`config.mk`:
```
export PLATFORM = sky130hd
export DESIGN_NAME = rs232_uart
export DESIGN_NICKNAME = d
export VERILOG_FILES = /design/src/rtl/rs232_uart.sv
export SDC_FILE = /design/constraint.sdc
export NUM_CORES = 1
export LEC_CHECK = 0
export ABC_AREA = 1
export ABC_CLOCK_PERIOD_IN_PS = 2100
export CAP_MARGIN = 20
export CORE_MARGIN = 2
export CORE_UTILIZATION = 55
export DETAILED_ROUTE_END_ITERATION = 8
export PLACE_DENSITY = 0.86
export SLEW_MARGIN = 20
export SYNTH_ARGS = -nofsm -noshare
export SYNTH_HDL_FRONTEND = slang
export SYNTH_SLANG_ARGS = --single-unit
```
`constraint.sdc`:
```
create_clock -name clk -period 2.1 [get_ports clk]
set_input_delay 0.42 -clock clk [delete_from_list [all_inputs] [get_ports clk]]
set_output_delay 0.42 -clock clk [all_outputs]
set_load 0.01 [all_outputs]
```
`src/rtl/rs232_uart.sv`:
```
// rs232_uart: memory-mapped 8N1 UART with a DATA word and a STATUS word.
// Ports:
//   clk         - system clock, rising edge
//   reset       - synchronous active-high reset
//   serial_out  - TX line, idles high
//   serial_in   - RX line, asynchronous, idles high
//   address     - 0 = DATA, 1 = STATUS
//   writeenable - one-cycle write strobe (DATA starts a frame when TX idle)
//   writedata   - bus write data, only [7:0] used
//   readenable  - one-cycle read strobe
//   readdata    - registered read data, holds between reads
//   STATUS = {29'b0, overrun, rx_valid, tx_busy}
module rs232_uart #(
    parameter int DIVISOR = 434
) (
    input  logic        clk,
    input  logic        reset,
    output logic        serial_out,
    input  logic        serial_in,
    input  logic        address,
    input  logic        writeenable,
    input  logic [31:0] writedata,
    input  logic        readenable,
    output logic [31:0] readdata
);

    localparam int CW = $clog2(DIVISOR);
    localparam logic [CW-1:0] BIT_LAST  = CW'(DIVISOR - 1);
    localparam logic [CW-1:0] HALF_LAST = CW'(DIVISOR / 2 - 1);

    typedef enum logic [1:0] {
        S_IDLE,
        S_START,
        S_DATA,
        S_STOP
    } uart_state_e;

    // ------------------------------------------------------------
    // TX
    // ------------------------------------------------------------
    uart_state_e   tx_state_q, tx_state_d;
    logic [CW-1:0] tx_cnt_q, tx_cnt_d;
    logic [2:0]    tx_idx_q, tx_idx_d;
    logic [7:0]    tx_sh_q, tx_sh_d;
    logic          tx_out_q, tx_out_d;
    logic          tx_busy;
    logic          tx_load;
    logic          tx_bit_end;

    assign tx_busy    = (tx_state_q != S_IDLE);
    assign tx_load    = writeenable & ~address & ~tx_busy;
    assign tx_bit_end = (tx_cnt_q == BIT_LAST);

    always_comb begin
        tx_state_d = tx_state_q;
        tx_cnt_d   = tx_cnt_q;
        tx_idx_d   = tx_idx_q;
        tx_sh_d    = tx_sh_q;
        tx_out_d   = tx_out_q;
        if (tx_busy) begin
            tx_cnt_d = tx_bit_end ? '0 : tx_cnt_q + 1'b1;
        end
        unique case (tx_state_q)
            S_IDLE: begin
                tx_out_d = 1'b1;
                if (tx_load) begin
                    // Start bit goes out on the same edge that accepts the write.
                    tx_state_d = S_START;
                    tx_cnt_d   = '0;
                    tx_sh_d    = writedata[7:0];
                    tx_out_d   = 1'b0;
                end
            end
            S_START: begin
                if (tx_bit_end) begin
                    tx_state_d = S_DATA;
                    tx_idx_d   = 3'd0;
                    tx_out_d   = tx_sh_q[0];
                end
            end
            S_DATA: begin
                if (tx_bit_end) begin
                    if (tx_idx_q == 3'd7) begin
                        tx_state_d = S_STOP;
                        tx_out_d   = 1'b1;
                    end else begin
                        tx_idx_d = tx_idx_q + 3'd1;
                        tx_sh_d  = tx_sh_q >> 1;
                        tx_out_d = tx_sh_q[1];
                    end
                end
            end
            S_STOP: begin
                if (tx_bit_end) begin
                    tx_state_d = S_IDLE;
                    tx_out_d   = 1'b1;
                end
            end
            default: begin
                tx_state_d = S_IDLE;
                tx_out_d   = 1'b1;
            end
        endcase
    end

    always_ff @(posedge clk) begin
        if (reset) begin
            tx_state_q <= S_IDLE;
            tx_cnt_q   <= '0;
            tx_idx_q   <= 3'd0;
            tx_sh_q    <= 8'h00;
            tx_out_q   <= 1'b1;
        end else begin
            tx_state_q <= tx_state_d;
            tx_cnt_q   <= tx_cnt_d;
            tx_idx_q   <= tx_idx_d;
            tx_sh_q    <= tx_sh_d;
            tx_out_q   <= tx_out_d;
        end
    end

    assign serial_out = tx_out_q;

    // ------------------------------------------------------------
    // RX
    // ------------------------------------------------------------
    logic          sync1_q, sync2_q;
    uart_state_e   rx_state_q, rx_state_d;
    logic [CW-1:0] rx_cnt_q, rx_cnt_d;
    logic [2:0]    rx_idx_q, rx_idx_d;
    logic [7:0]    rx_sh_q, rx_sh_d;
    logic          rx_bit_end;
    logic          rx_done;

    always_ff @(posedge clk) begin
        if (reset) begin
            sync1_q <= 1'b1;
            sync2_q <= 1'b1;
        end else begin
            sync1_q <= serial_in;
            sync2_q <= sync1_q;
        end
    end

    assign rx_bit_end = (rx_cnt_q == BIT_LAST);

    always_comb begin
        rx_state_d = rx_state_q;
        rx_cnt_d   = rx_cnt_q;
        rx_idx_d   = rx_idx_q;
        rx_sh_d    = rx_sh_q;
        rx_done    = 1'b0;
        if (rx_state_q != S_IDLE) begin
            rx_cnt_d = rx_bit_end ? '0 : rx_cnt_q + 1'b1;
        end
        unique case (rx_state_q)
            S_IDLE: begin
                if (!sync2_q) begin
                    rx_state_d = S_START;
                    rx_cnt_d   = '0;
                end
            end
            S_START: begin
                // Mid start bit: re-check the line to reject glitches.
                if (rx_cnt_q == HALF_LAST) begin
                    rx_cnt_d = '0;
                    rx_idx_d = 3'd0;
                    rx_state_d = sync2_q ? S_IDLE : S_DATA;
                end
            end
            S_DATA: begin
                if (rx_bit_end) begin
                    rx_sh_d = {sync2_q, rx_sh_q[7:1]};
                    if (rx_idx_q == 3'd7) begin
                        rx_state_d = S_STOP;
                    end else begin
                        rx_idx_d = rx_idx_q + 3'd1;
                    end
                end
            end
            S_STOP: begin
                // Leave at mid stop bit so a back-to-back start is seen.
                if (rx_bit_end) begin
                    rx_state_d = S_IDLE;
                    rx_done    = sync2_q;
                end
            end
            default: rx_state_d = S_IDLE;
        endcase
    end

    always_ff @(posedge clk) begin
        if (reset) begin
            rx_state_q <= S_IDLE;
            rx_cnt_q   <= '0;
            rx_idx_q   <= 3'd0;
            rx_sh_q    <= 8'h00;
        end else begin
            rx_state_q <= rx_state_d;
            rx_cnt_q   <= rx_cnt_d;
            rx_idx_q   <= rx_idx_d;
            rx_sh_q    <= rx_sh_d;
        end
    end

    // ------------------------------------------------------------
    // Bus registers
    // ------------------------------------------------------------
    logic [7:0]  rx_q, rx_d;
    logic        rx_valid_q, rx_valid_d;
    logic        overrun_q, overrun_d;
    logic [31:0] readdata_q, readdata_d;
    logic        rd_data;
    logic        unused_wdata;

    assign unused_wdata = ^writedata[31:8];
    assign rd_data      = readenable & ~address;

    always_comb begin
        rx_d       = rx_q;
        rx_valid_d = rx_valid_q;
        overrun_d  = overrun_q;
        readdata_d = readdata_q;
        if (rd_data) begin
            rx_valid_d = 1'b0;
            overrun_d  = 1'b0;
        end
        if (rx_done) begin
            rx_d       = rx_sh_q;
            rx_valid_d = 1'b1;
            // A byte landing on the reading edge replaces the one
            // being read, so it is not an overrun.
            if (!rd_data) begin
                overrun_d = overrun_q | rx_valid_q;
            end
        end
        if (readenable) begin
            if (address) begin
                readdata_d = {29'b0, overrun_q, rx_valid_q, tx_busy};
            end else begin
                readdata_d = {24'b0, rx_q};
            end
        end
    end

    always_ff @(posedge clk) begin
        if (reset) begin
            rx_q       <= 8'h00;
            rx_valid_q <= 1'b0;
            overrun_q  <= 1'b0;
            readdata_q <= 32'h0;
        end else begin
            rx_q       <= rx_d;
            rx_valid_q <= rx_valid_d;
            overrun_q  <= overrun_d;
            readdata_q <= readdata_d;
        end
    end

    assign readdata = readdata_q;

endmodule

```
; ---- After elaboration in Yosys (flattened, before gate mapping)
; Index checks and enable logic that the tools add are counted.
[classes]
eq_ne = 23
n_reduce_logical = 15
add_sub_neg = 4
bitwise_logic = 6
n_mux = 48
[op_table]
columns = op, count
row1 = 9-bit two-way mux, 8
row2 = 8-bit two-way mux, 4
row3 = 2-bit inequality test (second input constant), 12
row4 = 2-bit two-way mux, 11
row5 = 9-bit by 1-bit adder with 9-bit output (second input constant), 2
row6 = 9-bit equality test (second input constant), 2
row7 = 3-bit two-way mux, 6
row8 = 9-bit one-hot mux with 2 select lines, 1
row9 = 2-bit one-hot mux with 4 select lines, 2
row10 = 8-bit one-hot mux with 2 select lines, 1
row11 = 1-bit two-way mux, 12
row12 = 3-bit one-hot mux with 2 select lines, 2
row13 = 4-bit AND reduction, 3
row14 = 2-bit nonzero test, 6
row15 = 5-bit AND reduction, 2
row16 = 9-bit by 8-bit equality test with 1-bit output (second input constant), 1
row17 = 2-bit equality test (second input constant), 4
row18 = 3-bit by 1-bit adder with 3-bit output (second input constant), 2
row19 = 3-bit equality test (second input constant), 2
row20 = 2-bit by 1-bit equality test with 1-bit output (second input constant), 2
row21 = 2-bit zero test, 2
row22 = 1-bit one-hot mux with 4 select lines, 1
row23 = 1-bit AND, 3
row24 = 3-bit AND reduction, 1
row25 = 3 further kinds, 4
[totals]
output_inout_bits = 33
inputBits = 38
wordCells = 111
ff_bits = 89

; ---- Depth between registers and ports, before layout
; Gate-level depths: netlist of the first run.
[depth]
ltp_word = 5
mapped_depth = 10
ltp_nobuf = 10

; ---- Worst setup path after synthesis of the first run
; Ideal clock, no wire load.
[synth_path]
path_type = register to register
from = register tx_state_q[0]
to = register tx_sh_q[3]
path_buffers = 1
setup_time_ns = 0.070
required_time_ns = 2.030
t_arrival_ns = 1.342
stages_incl_launch_ff = 10
period_less_slack_ns = 1.412
setup_slack_ns = 0.688
path_cell_list = dfxtp_1 inv_1 ha_1 inv_2 nand2_1 and3_1 buf_4 nand2_4 nand2_1 a21oi_1
[synth_between]
elab_chain_cells = 5
elab_cells_between_ends = 11
classes_between = 4 x eq/ne / 1 x mux / 2 x bitwise / 4 x reduce/logical
[synth_lines]
columns = item, line_no
row1 = start: declaration, 41  ; uart_state_e tx_state_q, tx_state_d;
row2 = start signal: assignment, 114  ; tx_state_q <= tx_state_d;
row3 = 2-bit nonzero test, 50  ; assign tx_busy = (tx_state_q != S_IDLE);
row4 = 1-bit inverter, 51  ; assign tx_load = writeenable & ~address & ~tx_busy;
row5 = 1-bit AND, 51
row6 = 2-bit inequality test (no line), --
row7 = 4-bit AND reduction (no line), --
row8 = end signal: assignment, 117  ; tx_sh_q <= tx_sh_d;
row9 = end: declaration, 44  ; logic [7:0] tx_sh_q, tx_sh_d;
; Several ways; a longest one is shown, not always the timed one.
; A chain may end at the register's enable or synchronous reset.

; ---- Worst setup path in the final report of the first run
[layout_path]
from = register tx_state_q[0]
to = register tx_sh_q[2]
; Same word-level chain as after synthesis.

==> results.sh, run 1 <==
export IMPL_cts_hold_buf=0
export IMPL_crit_path_top_delay_cell="dfxtp_1"
export IMPL_post_cts_setup_buffers=0
export IMPL_ys_seq_area_share_pct=40.0
export IMPL_power_w=0.00312
export IMPL_hp_class="flip-flop to flip-flop"
export IMPL_root_buffer="clkbuf_8"
export IMPL_ctsResizeCount=0
export IMPL_vias_per_cell=4.90
export IMPL_critPathMaxFanout=12
export IMPL_rows=28
export IMPL_critPathArrivalTime_ns=2.06
export IMPL_min_period_over_period_pct=85.1
export IMPL_irDropWorstVdd_mv=0.466
export IMPL_syn_inst=468
export IMPL_num_vias=2805
export IMPL_antenna_cells=0
export IMPL_clock_path_buffers=2
export IMPL_final_min_clock_period_ns=1.79
export IMPL_grt_pass1_wl_um=10500
export IMPL_dp_cells=558
export IMPL_fmax_mhz=560
export IMPL_ant_nets=0
export IMPL_yosysMostFrequentCell="nand2_1"
export IMPL_ios=71
export IMPL_status="finished, final reports clean"
export IMPL_synth_area_top_cells="dfxtp_1 (40%), nand2_1 (15%), a21oi_1 (7.7%), buf_4 (6.2%), inv_1 (5.8%)"
export IMPL_cts_buffers_inserted=9
export IMPL_path_cells="inv_1, ha_1, inv_1, nand2_1, and3_1, nand2_4, nand2_1, a21oi_1"
export IMPL_leakage_nw=1.54
export IMPL_yosys_top_cells_count="nand2_1 (127), dfxtp_1 (65), a21oi_1 (50), inv_1 (50), nor2_1 (39)"
export IMPL_numClockSinks=65
export IMPL_whs_ns=0.410
export IMPL_p_per_area_nw_per_um2=854
export IMPL_yosys_warnings=0
export IMPL_antenna_found_initial=0
export IMPL_critPathRequiredTime_ns=2.37
export IMPL_syn_area_um2=3260
export IMPL_dieHeight_um=81.0
export IMPL_die_area_um2=6550
export IMPL_initialDrtViolationCount=142
export IMPL_synth_top_cell_area_share_pct=40.0
export IMPL_area_growth_pct=12.3
export IMPL_grt_max_degree=25
export IMPL_place_congestion=0.868
export IMPL_worstSetupPathType="flip-flop to flip-flop"
export IMPL_max_cap_viol_count=0
export IMPL_async_reset_ff_share_pct=0
export IMPL_finalSetupViolCount=0
export IMPL_layout_nets=545
export IMPL_overflow=0
export IMPL_die_w_um=81.0
export IMPL_rsz0062_at_grt="false"
export IMPL_core_area_um2=5820
export IMPL_drt_total_wl_um=6120
export IMPL_grt_pass1_vias=2565
export IMPL_avgSynthCellArea_um2=6.96
export IMPL_route_detailed_drc=0
export IMPL_first_pass_iters=4
export IMPL_cp_buffers_inverters=2
export IMPL_floorplan_initialDensity_pct=56.0
export IMPL_placement_io_buffers=22
export IMPL_fin_tns_setup_ns=0
export IMPL_cts_tree="built"
export IMPL_worstSkewPairLatency_ns=0.34
export IMPL_finalNonFillerCells=573
export IMPL_yosys_most_used_dff="dfxtp_1"
export IMPL_yosysTopAreaCell="dfxtp_1"
export IMPL_final_layout_size_suffix_gt1_share_pct=6.43
export IMPL_slew_violations=0
export IMPL_critPathLaunchType="flip-flop"
export IMPL_hpwl_um=4300
export IMPL_htreeDepth=3
export IMPL_endpoint_kind="flip-flop"
export IMPL_cp_slowest_stage_delay_ns=0.36
export IMPL_cpLargestDelayFamily="simple AND/OR/NAND/NOR gates"
export IMPL_worst_clock_skew_ns=0.00763
export IMPL_synth_seq_cells=65
export IMPL_track_usage_pct=20.5
export IMPL_clk_pin_slew_ns=0.06
export IMPL_synth_edf_count=0
export IMPL_yosysUniqueCellTypes=28
export IMPL_hold_viol=0
export IMPL_drt_wirelength_per_cell_um=10.7
-- worst paths after layout --
kind              slack (ns)     startpoint  depth (start not counted)    endpoint
setup / recovery        0.31  tx_state_q[0]                          8  tx_sh_q[2]
hold / removal          0.41        sync1_q                          1     sync2_q
setup reg to reg        0.31  tx_state_q[0]                          8  tx_sh_q[2]
hold reg to reg         0.41        sync1_q                          1     sync2_q
-- cells in the final DEF, fill, tap and decap left out, types with 3 or more instances in the layout --
cell type / n
inv_1: 50
nand3_1: 36
nor2_1: 39
inv_2: 3
buf_4: 7
nand2_2: 3
nand2_1: 127
conb_1: 24
clkbuf_8: 11
or2_2: 3
a21oi_1: 50
o21ai_0: 23
dfxtp_1: 65
ha_1: 13
clkdlybuf4s50_1: 22
xor2_1: 6
-- kinds of logic after synthesis --
logic type / count (synthesis) / share of synthesized area (%)
and+or+nand+nor: 215 / 27.3
other: 1 / 0.115
buffers and inverters: 90 / 13.8
AOI/OAI and AO/OA: 78 / 12.3
DFF: 65 / 40.0
xor gates and xnor gates: 6 / 1.61
adders and majority gates: 13 / 4.99
-- sequential cells by signal (all words and copies together) (netlist names), named ones only --
name and flops:
rx_valid_q 1, rx_cnt_q 9, rx_idx_q 3, rx_q 8, sync2_q 1, sync1_q 1, overrun_q 1, tx_sh_q 8
rx_state_q 1, tx_idx_q 3, tx_cnt_q 9, serial_out 1, tx_state_q 2, rx_sh_q 8, readdata 8
-- routing by layer --
metal / share of wire [%] / wire (um) / vias to the layer above / track usage [%]
met5: 0 / 0 / - / 0
met2: 47 / 2860 / 59 / 34.0
li1: - / - / 1489 / -
met1: 47 / 2880 / 1247 / 24.5
met4: 1.9 / 114 / 0 / 10.0
met3: 4.3 / 263 / 10 / 5.56
-- layout make-up --
class	count	area, um2
repair buffers	29	273
inverters	53	199
fillers	501	2160
well taps	75	93.8
clock buffers	12	155
multi-input cells	336	1590
flip-flops and latches	65	1300
clock inverters	3	40.0
-- power by group --
part | switching (W) | internal [W] | total (W)
clock network | 0.000462 | 0.000603 | 0.00106
logic | 0.000428 | 0.000240 | 0.000668
registers | 0.0000613 | 0.00133 | 0.00139
-- metrics by stage --
| stage | instance area [um2] | utilization, % | worst slack, ns |
|---|---|---|---|
| 6_report | 3660 | 62.9 | 0.314 |
| 5_1_grt | 3660 | 62.9 | 0.127 |
| 4_1_cts | 3660 | 62.9 | 0.334 |
| 3_5_place_dp | 3460 | 59.5 | 0.190 |
| 3_3_place_gp | 3460 | 59.5 | 0.240 |
| 2_1_floorplan | 3340 | - | 0.688 |
(Power assumes the default switching activity.)
==> run 2: changes to the inputs <==
Settings changed: SETUP_SLACK_MARGIN from default to 0.02.
==> results of run 2 <==
No change in the layout: final DEF, timing and power equal those of run 1.
